`config.mk`:
```
export PLATFORM = sky130hd
export DESIGN_NAME = poly_reduce_1305
export DESIGN_NICKNAME = d
export VERILOG_FILES = /design/src/rtl/poly_reduce_1305.sv
export SDC_FILE = /design/constraint.sdc
export NUM_CORES = 2
export LEC_CHECK = 0
export BUFFER_PORTS_ARGS = -buffer_cell sky130_fd_sc_hd__buf_4
export CAP_MARGIN = 20
export CORE_MARGIN = 10
export CORE_UTILIZATION = 65
export DETAILED_ROUTE_END_ITERATION = 16
export PLACE_DENSITY = 0.95
export SLEW_MARGIN = 20
export SYNTH_ARGS = -nofsm -noshare
export SYNTH_HDL_FRONTEND = slang
export SYNTH_SLANG_ARGS = --single-unit
```
`constraint.sdc`:
```
create_clock -name clk -period 5.8 [get_ports clk]
set_input_delay 0.58 -clock clk [delete_from_list [all_inputs] [get_ports clk]]
set_output_delay 0.58 -clock clk [all_outputs]
set_load 0.01 [all_outputs]
```
`src/rtl/poly_reduce_1305.sv`:
```
// Reduces a 258-bit product modulo p = 2^130 - 5: limb-serial first fold, one-cycle second fold, conditional subtract.
// Latency K+2 edges from accepted start to done; start is ignored while busy, with no queuing.
module poly_reduce_1305 #(
    parameter int LIMB = 16
) (
    input  logic         clk,
    input  logic         reset,
    input  logic         start,
    input  logic [257:0] product_in,
    output logic [129:0] result_out,
    output logic         busy,
    output logic         done
);
    localparam int K  = (132 + LIMB - 1) / LIMB;
    localparam int W  = K * LIMB;
    localparam int KW = $clog2(K + 1);
    localparam logic [130:0] P = (131'd1 << 130) - 131'd5;

    typedef enum logic [1:0] {IDLE, FOLD1, FOLD2, SUB} state_t;

    state_t          state, state_nx;
    logic [W-1:0]    lo_sh, h5_sh, sum;
    logic            carry;
    logic [KW-1:0]   k;
    logic [130:0]    u;
    logic [LIMB:0]   limb_add;
    logic [130:0]    hi5;
    logic [3:0]      top5;
    logic            last_limb;

    assign hi5       = {1'b0, product_in[257:130], 2'b00} + {3'b000, product_in[257:130]};
    assign limb_add  = {1'b0, lo_sh[LIMB-1:0]} + {1'b0, h5_sh[LIMB-1:0]} + {{LIMB{1'b0}}, carry};
    assign top5      = {sum[131:130], 2'b00} + {2'b00, sum[131:130]};
    assign last_limb = (k == KW'(K - 1));

    always_comb begin
        state_nx = state;
        case (state)
            IDLE:    if (start) state_nx = FOLD1;
            FOLD1:   if (last_limb) state_nx = FOLD2;
            FOLD2:   state_nx = SUB;
            SUB:     state_nx = IDLE;
            default: state_nx = IDLE;
        endcase
    end

    always_ff @(posedge clk) begin
        if (reset) begin
            state      <= IDLE;
            lo_sh      <= '0;
            h5_sh      <= '0;
            sum        <= '0;
            carry      <= 1'b0;
            k          <= '0;
            u          <= '0;
            result_out <= '0;
            busy       <= 1'b0;
            done       <= 1'b0;
        end else begin
            state <= state_nx;
            done  <= 1'b0;
            case (state)
                IDLE: begin
                    if (start) begin
                        lo_sh <= W'(product_in[129:0]);
                        h5_sh <= W'(hi5);
                        sum   <= '0;
                        carry <= 1'b0;
                        k     <= '0;
                        busy  <= 1'b1;
                    end
                end
                FOLD1: begin
                    // Limbs enter at the top so limb 0 lands at bit 0 after K shifts.
                    sum   <= {limb_add[LIMB-1:0], sum[W-1:LIMB]};
                    lo_sh <= lo_sh >> LIMB;
                    h5_sh <= h5_sh >> LIMB;
                    carry <= limb_add[LIMB];
                    k     <= k + 1'b1;
                end
                FOLD2: begin
                    u <= {1'b0, sum[129:0]} + {127'd0, top5};
                end
                SUB: begin
                    result_out <= (u >= P) ? 130'(u - P) : u[129:0];
                    done       <= 1'b1;
                    busy       <= 1'b0;
                end
                default: ;
            endcase
        end
    end
endmodule

```
==> impl_results.md <==
- Ys flop type: dfxtp_1
- Placer congestion estimate: 0.9840
- I/O Buffers: 392
- Minimum clock period: 4.811 ns
- Vias: 38140
- Skew final: 0.02918 ns
- Initial antenna violation count: 9
- Yosys top cell by area: dfxtp_1
- Placed wire-length estimate: 86940 um
- Mapped Cells: 4825
- Leakage power: 16.06 nW
- Met2 WL: 57950 um
- Worst Setup Path Type: flip-flop to flip-flop
- Final Instance Area: 43800 sq um
- Synth top area cells: dfxtp_1 35%, nor2_1 7.7%, a211oi_1 7.0%, ha_1 4.9%, xor2_1 4.4%
- Number of nets in the layout: 5390
- Yosys cell types: 85
- Mean Syn Cell Area: 7.981 sq um
- Vias in the first global route: 36330
- GRT Total Usage: 33.22%
- Top Layer Used: met5
- CTS sink cnt: 675
- Setup ws final: 0.9892 ns
- Post-Route WL: 123000 um
- Status: complete, no violations
- FMAX: 0.2079 GHz
- Post-synth EDFFs: 0
- Post-CTS Hold Buffers: 0
- Clk Tree Root Cell: clkbuf_16
- CP Cell Sequence: and4_1 > nand3_1 > nor4_1 > nand4_1 > nor4_1 > or2_1 > nand3_4 > nor4_4 > nor3b_4 > nand2_4 > or3_1 > a311oi_1
- CP max-delay cell: nor4_1
- IO Pins: 393
- Async set-reset flop share out of synthesis: 0%
- Post-synth top area share: 35.09%
- First-pass GRT wire length: 193300 um
- Post-synth top cells: 791 x nor2_1, 675 x dfxtp_1, 371 x nand2_1
- Die footprint: 69380 sq um
- Design Power: 0.01823 W
- CTS Buf Count: 68
- Final setup fails: 0
- Share of cells above drive strength 1: 11.42%
- WHS Path Cells: 3
- TritonCTS clock tree: built
- P per Cell Area: 416.2 nW/um^2
- GRT overflow: 0
- Worst min path class: input pin to flip-flop
- Setup TNS: 0 ns
- Die W: 263.4 um
- Worst reg2reg path endpoint: result_out[87]$_SDFFE_PP0P_
- CP Capture Type: flip-flop
- Core Region: 58800 sq um
- Pin count of the biggest net entering global routing: 277
- Cell area after synthesis: 38510 sq um
- M1 wire length: 47650 um
- Relative slew slack: 19.90%
- Setup bufs post-CTS: 0
- Top-count cell post-synth: nor2_1
- Post_cts resized: 0
- Post-layout util: 74.49%
- Worst min-delay path startpoint: product_in[127]
- First-pass detailed-route iteration total: 7
- Worst-Margin Slew: 1.201 ns
- Die height: 263.4 um
- Clk buf depth: 3
- Final period util: 82.94%
- Synth warnings: 0
- R2R cell count: 12
- WP data required: 6.31 ns
- Starting DRT DRC Count: 4570
- Worst-path fanout max: 11
- Post-route DRC: 0
- Reg2reg setup slack: 0.99 ns
- Initial Utilization: 65.50%
- Slowest stage delay, CP: 0.93 ns
- Clock latency on the worst-skew pair: 0.62 ns
- Critical Path Start Type: flip-flop
- Pre-CTS setup slack: 0.9425 ns
- Worst Path Arrival: 5.32 ns
- Met3 wire length: 10070 um
- CTS H-tree depth: 3
- Fin. max-slew vios: 0
- MaxCap Viol Count: 0
- Final ANT Viol Nets: 0
- Avg WL per Cell: 21.19 um
- Seq/Total Area, Yosys: 35.09%
- Row count: 89
- Clock transition at the registers of the reported paths: 0.06 ns
- R2r startpoint: u[26]$_SDFFE_PP0P_
- # fillers: 4202
- Vias/cell: 6.571
- Most common cell on crit path: nor4_1
- Net count after synthesis: 5242
- Flops & latches, synth: 675
- Placed instance area: 41450 sq um
- Final Hold Fails: 0
- Max IR drop VDD: 0.5035 mV
- Synthesis-to-finish area growth: 13.74%
- Worst Hold End: lo_sh[127]$_SDFFE_PP0P_
- RSZ-0062 raised after global routing: no
==> final cells by class <==
class	count	area, sq um	area share, %
antenna	6	15.01	0.03428
timing repair buffer	416	3213	7.336
tap	773	967.2	2.208
multi-input combinational	3731	23480	53.60
clock inverter	28	319.1	0.7284
sequential	675	13510	30.85
clock buffer	94	1992	4.548
inverter	81	304.0	0.6942
==> state kept, by name, summed over array words and instances (netlist names) <==
register,flops
sum,144
h5_sh,131
u,131
lo_sh,130
result_out,130
k,4
state,2
busy,1
carry,1
done,1
==> kinds of logic after synthesis <==
family,share of synthesized area [%]
simple gates,20.71
flops,35.09
mux,3.353
fa+ha+maj,5.147
buf+inv,4.120
xor+xnor,8.119
compound gates,23.46
==> critical path, delay by kind of cell, from the launching register on <==
family / cells / cell delay, ns
and+or+nand+nor: 11 / 3.98
AOI/OAI and AO/OA: 1 / 0.27
DFF: 1 / 0.45
==> where the power goes <==
| group | total, W | switching (W) | internal (W) |
|---|---|---|---|
| Clock | 0.00456 | 0.00192 | 0.00265 |
| Sequential | 0.00690 | 0.00104 | 0.00586 |
| Combinational | 0.00677 | 0.00426 | 0.00251 |
==> layout by cell type (no fill, tap or decap), drive strengths merged, types with 8 or more instances in the layout <==
| cell | synthesis | routed |
|---|---|---|
| a21boi | 11 | 11 |
| o22ai | 10 | 10 |
| or4 | 8 | 8 |
| o21a | 17 | 17 |
| clkbuf | 328 | 94 |
| a211oi | 360 | 360 |
| nand3 | 127 | 127 |
| a21oi | 231 | 231 |
| o21ai | 258 | 258 |
| mux2i | 129 | 129 |
| nor2 | 792 | 792 |
| inv | 80 | 84 |
| nand2 | 373 | 373 |
| a21o | 76 | 76 |
| o31ai | 12 | 12 |
| o211ai | 50 | 50 |
| o211a | 8 | 8 |
| dfxtp | 675 | 675 |
| a2111oi | 10 | 10 |
| a31oi | 26 | 26 |
| nand4 | 116 | 116 |
| o21bai | 36 | 36 |
| a311oi | 42 | 42 |
| or3 | 58 | 58 |
| xnor2 | 164 | 164 |
| a22oi | 158 | 158 |
| or2 | 13 | 13 |
| and4 | 29 | 29 |
| nor3 | 76 | 76 |
| a221oi | 15 | 15 |
| ha | 152 | 152 |
| and2 | 24 | 24 |
| buf | 10 | 416 |
| nand2b | 11 | 11 |
| nor2b | 18 | 18 |
| nor4 | 29 | 29 |
| xor2 | 193 | 193 |
| and3 | 47 | 47 |
| clkinv | 1 | 15 |
==> worst max-delay path by stage <==
| stage | from | end | slack (ns) | cells past startpoint |
|---|---|---|---|---|
| global placement | product_in[138] | h5_sh[72]$_SDFFE_PP0P_ | 1.07 | 15 |
| CTS | sum[130]$_SDFFE_PP0P_ | u[128]$_SDFFE_PP0P_ | 1.17 | 16 |
| finish | u[26]$_SDFFE_PP0P_ | result_out[87]$_SDFFE_PP0P_ | 0.99 | 12 |
| detailed placement | product_in[138] | h5_sh[72]$_SDFFE_PP0P_ | 0.94 | 15 |
| global route | sum[130]$_SDFFE_PP0P_ | u[128]$_SDFFE_PP0P_ | 0.75 | 16 |
| floorplan | product_in[138] | h5_sh[72]$_SDFFE_PP0P_ | 1.81 | 14 |
==> through the flow <==
step,cells,hold WS [ns]
final,5804,0.2082
after global routing,5804,0.2105
after CTS,5797,0.1940
after detailed placement,5675,0.4437
after global placement,5675,0.4261
after floorplan,4825,0.4168
==> layer usage <==
layer,global-route usage (%),vias to the layer above
met2,55.25,2016
li1,-,17790
met4,18.62,6
met3,6.088,492
met5,0,-
met1,39.94,17840
Power figures use the tool's default switching activity.
